--- config.mk ---
export PLATFORM = sky130hd
export DESIGN_NAME = msg_sched_ctrl_flat
export DESIGN_NICKNAME = d
export VERILOG_FILES = /design/src/rtl/msg_sched_ctrl_if.sv /design/src/rtl/msg_sched_ctrl.sv /design/src/flat_wrapper.sv
export SDC_FILE = /design/constraint.sdc
export NUM_CORES = 2
export LEC_CHECK = 0
export CORE_MARGIN = 2
export CORE_UTILIZATION = 40
export CTS_CLUSTER_DIAMETER = 60
export DETAILED_ROUTE_END_ITERATION = 8
export HOLD_SLACK_MARGIN = 0.1
export PLACE_DENSITY = 0.65
export SLEW_MARGIN = 40
export SYNTH_ARGS = -nofsm -noshare
export SYNTH_HDL_FRONTEND = slang
export SYNTH_SLANG_ARGS = --single-unit
--- constraint.sdc ---
create_clock -name clk -period 33.5 [get_ports clk]
set_clock_uncertainty 0.05 [all_clocks]
set_input_delay 6.7 -clock clk [delete_from_list [all_inputs] [get_ports clk]]
set_output_delay 6.7 -clock clk [all_outputs]
set_load 0.05 [all_outputs]
--- src/rtl/msg_sched_ctrl_if.sv ---
// Handshake and data bundle between the block-padding front end, the
// message-schedule sequencer and the round/compression datapath.
interface msg_sched_ctrl_if;
    logic         start;
    logic [511:0] block_in;
    logic         busy;
    logic         w_valid;
    logic         w_ready;
    logic [5:0]   w_index;
    logic [31:0]  w_word;
    logic         done;

    // Sequencer side
    modport slave (
        input  start,
        input  block_in,
        input  w_ready,
        output busy,
        output w_valid,
        output w_index,
        output w_word,
        output done
    );

    // Front end / round logic side
    modport master (
        output start,
        output block_in,
        output w_ready,
        input  busy,
        input  w_valid,
        input  w_index,
        input  w_word,
        input  done
    );
endinterface

--- src/rtl/msg_sched_ctrl.sv ---
// SHA-256 message schedule sequencer.
// Loads a 512-bit padded block, then streams W[0..63] over valid/ready.
// W[16..63] are expanded in place inside a 16-word circular window, so the
// slot being overwritten always holds W[t-16] when W[t] is produced.
//
// state  | meaning
// -------+-------------------------------------------------------------
// IDLE   | waiting for start; window contents are stale
// RUN    | presenting W[idx]; advances on each w_valid & w_ready
// DONE   | one-cycle done pulse after the W[63] transfer, then IDLE
module msg_sched_ctrl (
    input  logic             clk,
    input  logic             rst,
    msg_sched_ctrl_if.slave  bus
);

    localparam logic [1:0] S_IDLE = 2'd0;
    localparam logic [1:0] S_RUN  = 2'd1;
    localparam logic [1:0] S_DONE = 2'd2;

    logic [1:0]  r_state;
    logic [5:0]  r_idx;
    logic [31:0] r_buf [16];

    logic        w_xfer;
    logic        w_expand;
    logic [3:0]  w_slot_m2;
    logic [3:0]  w_slot_m7;
    logic [3:0]  w_slot_m15;
    logic [3:0]  w_slot_cur;
    logic [31:0] w_word_calc;

    function automatic logic [31:0] f_sigma0(input logic [31:0] x);
        return {x[6:0], x[31:7]} ^ {x[17:0], x[31:18]} ^ (x >> 3);
    endfunction

    function automatic logic [31:0] f_sigma1(input logic [31:0] x);
        return {x[16:0], x[31:17]} ^ {x[18:0], x[31:19]} ^ (x >> 10);
    endfunction

    assign w_xfer   = (r_state == S_RUN) && bus.w_ready;
    assign w_expand = (r_idx >= 6'd16);

    // 4-bit wrap gives the mod-16 window addressing for free
    assign w_slot_cur = r_idx[3:0];
    assign w_slot_m2  = r_idx[3:0] - 4'd2;
    assign w_slot_m7  = r_idx[3:0] - 4'd7;
    assign w_slot_m15 = r_idx[3:0] - 4'd15;

    // Current schedule word: raw block word, or the expansion sum from registers only
    always_comb begin
        w_word_calc = r_buf[w_slot_cur];
        if (w_expand) begin
            w_word_calc = f_sigma1(r_buf[w_slot_m2])
                        + r_buf[w_slot_m7]
                        + f_sigma0(r_buf[w_slot_m15])
                        + r_buf[w_slot_cur];
        end
    end

    // Sequencer state, round index and schedule window
    always_ff @(posedge clk or posedge rst) begin
        if (rst) begin
            r_state <= S_IDLE;
            r_idx   <= 6'd0;
            for (int k = 0; k < 16; k++) begin
                r_buf[k] <= 32'd0;
            end
        end else begin
            case (r_state)
                S_IDLE: begin
                    if (bus.start) begin
                        for (int k = 0; k < 16; k++) begin
                            r_buf[k] <= bus.block_in[511 - 32*k -: 32];
                        end
                        r_idx   <= 6'd0;
                        r_state <= S_RUN;
                    end
                end
                S_RUN: begin
                    if (w_xfer) begin
                        if (w_expand) begin
                            r_buf[w_slot_cur] <= w_word_calc;
                        end
                        if (r_idx == 6'd63) begin
                            r_state <= S_DONE;
                        end else begin
                            r_idx <= r_idx + 6'd1;
                        end
                    end
                end
                S_DONE: begin
                    r_idx   <= 6'd0;
                    r_state <= S_IDLE;
                end
                default: begin
                    r_state <= S_IDLE;
                end
            endcase
        end
    end

    // Outputs decode straight from state so an async reset clears them at once
    assign bus.busy    = (r_state == S_RUN) || (r_state == S_DONE);
    assign bus.w_valid = (r_state == S_RUN);
    assign bus.done    = (r_state == S_DONE);
    assign bus.w_index = r_idx;
    assign bus.w_word  = w_word_calc;

endmodule

--- src/flat_wrapper.sv ---
// flat-port wrapper written by rule: the top's interface ports become plain ports
module msg_sched_ctrl_flat 
  (clk, rst, bus_start, bus_block_in, bus_w_ready, bus_busy, bus_w_valid, bus_w_index, bus_w_word, bus_done);
  msg_sched_ctrl_if bus_i ();
  input  logic clk;
  input  logic rst;
  input wire logic [$bits(bus_i.start)-1:0] bus_start;
  input wire logic [$bits(bus_i.block_in)-1:0] bus_block_in;
  input wire logic [$bits(bus_i.w_ready)-1:0] bus_w_ready;
  output wire logic [$bits(bus_i.busy)-1:0] bus_busy;
  output wire logic [$bits(bus_i.w_valid)-1:0] bus_w_valid;
  output wire logic [$bits(bus_i.w_index)-1:0] bus_w_index;
  output wire logic [$bits(bus_i.w_word)-1:0] bus_w_word;
  output wire logic [$bits(bus_i.done)-1:0] bus_done;
  assign bus_i.start = bus_start;
  assign bus_i.block_in = bus_block_in;
  assign bus_i.w_ready = bus_w_ready;
  assign bus_busy = bus_i.busy;
  assign bus_w_valid = bus_i.w_valid;
  assign bus_w_index = bus_i.w_index;
  assign bus_w_word = bus_i.w_word;
  assign bus_done = bus_i.done;
  msg_sched_ctrl u_core (.clk(clk), .rst(rst), .bus(bus_i));
endmodule
# --- Word level (Yosys, flattened, before mapping) ---
# Index checks and enable logic that the tools add are counted.
# Widths: inputs -> output; s select.
classes:
  addsub: 7
  multipliers: 0
  div: 0
  order_cmp: 6
  eq_ne: 8
  shift: 0
  mux: 28
  n_bitwise: 8
  reduce_logical: 9
op_table:
  columns: ["operator", "n"]
  rows:
  - ["$mux 512", 3]
  - ["$pmux 512 s2", 1]
  - ["$bmux 32 s4", 4]
  - ["$bwmux 512", 1]
  - ["$mux 32", 10]
  - ["$demux 32 s4", 1]
  - ["$add 32x32->32", 3]
  - ["$xor 32x32->32", 2]
  - ["$xor 32x22->32", 1]
  - ["$xor 32x29->32", 1]
  - ["$ge 5x5->1 const B", 4]
  - ["$not 4->5", 4]
  - ["$mux 6", 3]
  - ["$pmux 6 s3", 1]
  - ["$reduce_and 4->1", 2]
  - ["$add 6x1->6 const B", 1]
  - ["$eq 6x6->1 const B", 1]
  - ["$ge 6x5->1 const B", 1]
  - ["$mux 2", 3]
  - ["$ne 2x1->1 const B", 3]
  - ["$lt 5x1->1 const B", 1]
  - ["$ne 2x2->1 const B", 2]
  - ["$pmux 2 s2", 1]
  - ["$sub 4x2->4 const B", 1]
  - ["other kinds (10)", 11]
totals:
  reg_bits: 520
  latch_bits: 0
  ramBits: 0
  mem_bits_ro: 0
  input_bits: 516
  output_inout_bits: 41
  n_memories: 0

# --- Depth between registers and ports, before layout ---
depth:
  word_depth: 15
  depth_mapped: 35
  ltp_nobuf: 24

# --- Worst setup path before layout ---
# No wires, ideal clock.
synth_path:
  path_kind: "register to output"
  startpoint: "register u_core.r_idx[0], in the netlist u_core.bus.w_index[0]"
  endpoint: "output bus_w_word[31]"
  arrival_ps: 9738
  required_ps: 26750
  slack_ps: 17012
  path_stages_with_launch: 36
  path_buffers: 13
  cell_sequence: "dfrtp_1 -> buf_6 -> buf_6 -> buf_2 -> buf_2 -> buf_2 -> buf_2 -> buf_2 -> inv_1 -> ha_1 -> buf_4 -> buf_2 -> buf_2 -> buf_1 -> clkbuf_1 -> mux4_2 -> mux4_2 -> xnor2_1 -> fa_1 -> inv_1 -> fa_1 -> inv_1 -> ha_1 -> inv_1 -> fa_1 -> nor2b_1 -> o31a_1 -> o22ai_2 -> o31ai_1 -> a2111oi_2 -> o31ai_2 -> a41oi_1 -> xnor2_2 -> buf_6 -> nand2_1 -> xnor2_1"
synth_via:
  elab_chain_len: 11
synth_lines:
  columns: ["item", "line", "text"]
  rows:
  - ["start, declared", "msg_sched_ctrl.sv:22", "logic [5:0] r_idx;"]
  - ["start signal, assigned", "msg_sched_ctrl.sv:88", "r_idx <= r_idx + 6'd1;"]
  - ["$sub 4x2->4", "msg_sched_ctrl.sv:46", "assign w_slot_m2 = r_idx[3:0] - 4'd2;"]
  - ["$not 4->5 (not written as such)", "msg_sched_ctrl.sv:54", "w_word_calc = f_sigma1(r_buf[w_slot_m2])"]
  - ["$bmux 32 s4", "msg_sched_ctrl.sv:54", null]
  - ["$mux 32 (not written as such) (2 in a row)", "msg_sched_ctrl.sv:54", null]
  - ["$xor 32x32->32", "msg_sched_ctrl.sv:38", "return {x[16:0], x[31:17]} ^ {x[18:0], x[31:19]} ^ (x >> 10);"]
  - ["$xor 32x22->32", "msg_sched_ctrl.sv:38", null]
  - ["$add 32x32->32", "msg_sched_ctrl.sv:55", "+ r_buf[w_slot_m7]"]
  - ["$add 32x32->32", "msg_sched_ctrl.sv:56", "+ f_sigma0(r_buf[w_slot_m15])"]
  - ["$add 32x32->32", "msg_sched_ctrl.sv:57", "+ r_buf[w_slot_cur];"]
  - ["$mux 32 (*)", "msg_sched_ctrl.sv:53", "if (w_expand) begin"]
  - ["end, declared", "flat_wrapper.sv:13", "output wire logic [$bits(bus_i.w_word)-1:0] bus_w_word;"]
# Every way passes the cells marked *; elsewhere a longest branch is shown, timed or not. The select of a mux whose other input is x is not followed.

# --- Worst setup path after layout ---
layout_path:
  startpoint: "register u_core.r_idx[1], in the netlist u_core.bus.w_index[1]"
  endpoint: "output bus_w_word[31]"
# The elaborated chain is that of the path after synthesis.

==> flow_metrics.tcl <==
set metrics [dict create \
    status "completed" \
    cts.path.max_buffers 3 \
    setup_viol 0 \
    start_kind "register" \
    die_y_um 321 \
    max-slew-margin-rel_pct 36.7 \
    clock_sinks 520 \
    globalRouteMet3Util_pct 15.6 \
    required_ns 26.75 \
    synth_fp_nets 4322 \
    synth_cell_type_count 61 \
    met1_usage_pct 52.3 \
    post_drt_wl_per_cell_um 35.2 \
    htreeDepth 3 \
    critPathArrivalTime_ns 10.56 \
    grt_use_met2_pct 49.8 \
    antenna_left 0 \
    cts_tree "done" \
    period_share_pct 51.7 \
    port_buffers 556 \
    hold_buffers 0 \
    cts_setup_buffers 0 \
    syn_inst 3702 \
    synth-main-ff-cell "dfrtp_1" \
    hold_path_class "register to register" \
    worstSetupEndpointType "output port" \
    drcViolationCount 0 \
    io_pins 557 \
    vias_per_cell 6.82 \
    slew_violations 0 \
    synthToLayoutAreaGrowth_pct 23.3 \
    dr.pass1.iters 6 \
    die_x_um 321 \
    cts_root_buffer "clkbuf_16" \
    grt.busiest_layer "met1" \
    n_fill_cell 9045 \
    syn_area_um2 40200 \
    fp-row-count 116 \
    numCtsBuffers 72 \
    antenna_found_initial 13 \
    nets 4696 \
    grt_usage_pct 36.8 \
    drt-initial-drc-count 5876 \
    cts_resized 0 \
    layout_min_cycle_time_ns 17.31 \
    grt_pass1_vias 35100 \
    post_synth.cell_area_avg_um2 10.8 \
    start_util_pct 40.2 \
    worstMarginPinSlew_ns 0.946 \
    fin_tns_setup_ns 0 \
    clk_pin_slew_ns 0.06 \
    maxCapViolations 0 \
    place_hpwl_um 148000 \
    grt_pass1_wl_um 268000 \
    die_area_um2 103000 \
    cp_max_fo 52 \
    synth_edf_count 0 \
    crit_type "register to output port" \
    hold_viol_final 0 \
    grt_overflow_total 0 \
    yosysWarnings 0 \
    grt_setup_unrepaired "false" \
    route.vias.total 37100 \
    synth-async-reset-ratio_pct 100 \
    insertion_delay_ns 0.65 \
    place_congestion 1.09 \
    drive_gt1_share_pct 19.9 \
    core_area_um2 99900 \
    synth-seq-cells 520 \
    yosysSeqAreaShare_pct 32.4 \
    grt_max_degree 199 \
    drt_wl_total_um 191000 \
    fmax_mhz 57.8 \
]
==> metal layers <==
metal,vias to the layer above,part of all wire [%]
met5,-,0.027
met2,2859,41
li1,14900,-
met3,303,16
met1,19000,39
met4,8,4.2
==> cell usage after synthesis, types with 6 or more instances <==
cell       instances  area, um2
dfrtp_1          520      13000
mux4_2           511      11500
nand2_1          387       1450
o21ai_1          275       1380
a22oi_1          265       1990
nor2_1           250        938
clkbuf_1         249        935
a21oi_1          170        851
o21ai_0          133        666
xnor2_1          127       1110
inv_1            124        465
and3_1            99        619
a221oi_1          91        797
buf_2             73        365
nand3_1           66        330
fa_1              62       1240
a2bb2oi_1         48        420
ha_1              42        526
a21o_1            27        203
buf_1             25       93.8
o21a_1            20        150
xor2_1            18        158
inv_2             16       60.1
mux2i_1           11        110
and2_1             7       43.8
nor2b_1            7       43.8
a211oi_1           6       45.0
buf_4              6       45.0
o21bai_1           6       45.0
==> per-stage QoR <==
stage          hold WS (ns)  area (um2)  setup WS, ns  std cells  util [%]
2_1_floorplan         0.428       40200         12.22       3702         -
3_3_place_gp          0.452       46900         16.92       5296      47.0
3_5_place_dp          0.465       47000         16.99       5300      47.1
4_1_cts               0.478       49500         16.30       5431      49.6
5_1_grt               0.513       49500         15.79       5431      49.6
6_report              0.477       49500         16.20       5433      49.6
==> state kept, by name, summed over array words and instances (netlist names) <==
signal and flops:
u_core.r_buf 512, u_core.bus.w_index 6, u_core.r_state 2
==> worst max-delay path: stages (launching register included) <==
cell and delay [ns]:
dfrtp_4 0.90, inv_1 0.27, ha_4 0.82, buf_4 0.78, mux4_2 0.61, mux4_2 0.54
xnor2_1 0.18, xnor2_1 0.31, fa_1 0.47, inv_1 0.07, fa_1 0.40, inv_1 0.06
ha_1 0.16, inv_1 0.07, fa_1 0.44, nor2b_1 0.22, o31a_1 0.23, o22ai_2 0.14
o31ai_1 0.54, a2111oi_2 0.19, o31ai_2 0.36, a41oi_1 0.22, xnor2_2 0.16, buf_4 0.36
nand2_1 0.12, xnor2_1 0.29, clkdlybuf4s50_1 0.87
==> final timing paths <==
path / startpoint / endpoint / slack [ns] / depth (start not counted)
min in group asynchronous: rst / u_core.r_buf[325]$_DFFE_PP0P_ / 6.50 / 2
worst min-delay path: u_core.r_buf[34]$_DFFE_PP0P_ / u_core.r_buf[34]$_DFFE_PP0P_ / 0.48 / 2
max in group asynchronous: rst / u_core.r_buf[27]$_DFFE_PP0P_ / 24.47 / 5
worst max-delay path: u_core.bus.w_index[1]$_DFFE_PP0P_ / bus_w_word[31] / 16.20 / 26
worst min register to register: u_core.r_buf[34]$_DFFE_PP0P_ / u_core.r_buf[34]$_DFFE_PP0P_ / 0.48 / 2
worst max register to register: u_core.bus.w_index[1]$_DFFE_PP0P_ / u_core.r_buf[31]$_DFFE_PP0P_ / 24.36 / 25
==> cells by family (layout without fill, tap and decap cells) <==
family	Yosys count	after routing	share of synthesized area (%)
other cells	0	2	0
buf+inv	497	928	5.00
simple gates	833	833	8.79
fa+ha+maj	104	104	4.40
xor+xnor	148	148	3.28
flops	520	520	32.4
mux	525	525	29.0
compound gates	1075	1075	17.1
==> layout by cell type (no fill, tap or decap), types with 9 or more instances in the layout <==
cell,count
xnor2_1,127
a21oi_1,161
mux4_2,511
a21o_1,27
clkinv_2,9
inv_2,16
clkbuf_8,9
a2bb2oi_1,48
buf_4,85
a221oi_1,91
nor2_1,237
buf_6,10
clkbuf_1,14
o21a_1,20
a21oi_2,11
mux2i_1,9
a22oi_1,265
nand2_1,372
clkbuf_16,73
fa_1,62
and3_1,99
o21ai_0,133
xor2_1,15
nor2_2,13
dfrtp_1,516
inv_1,122
clkdlybuf4s50_1,556
nand3_1,66
o21ai_1,273
ha_1,39
==> final cells by class <==
class | instances | area, um2 | area share (%)
clock inverters | 35 | 435 | 0.879
well taps | 1298 | 1620 | 3.28
clock buffers | 96 | 2000 | 4.04
inverters | 140 | 546 | 1.10
diodes | 2 | 5.00 | 0.0101
multi-input cells | 2685 | 25400 | 51.4
repair buffers | 657 | 6450 | 13.0
flip-flops and latches | 520 | 13000 | 26.3
Power is left out: the tool's default activity adds up to more than one toggle a clock period on the data nets, which glitch-free logic cannot reach.
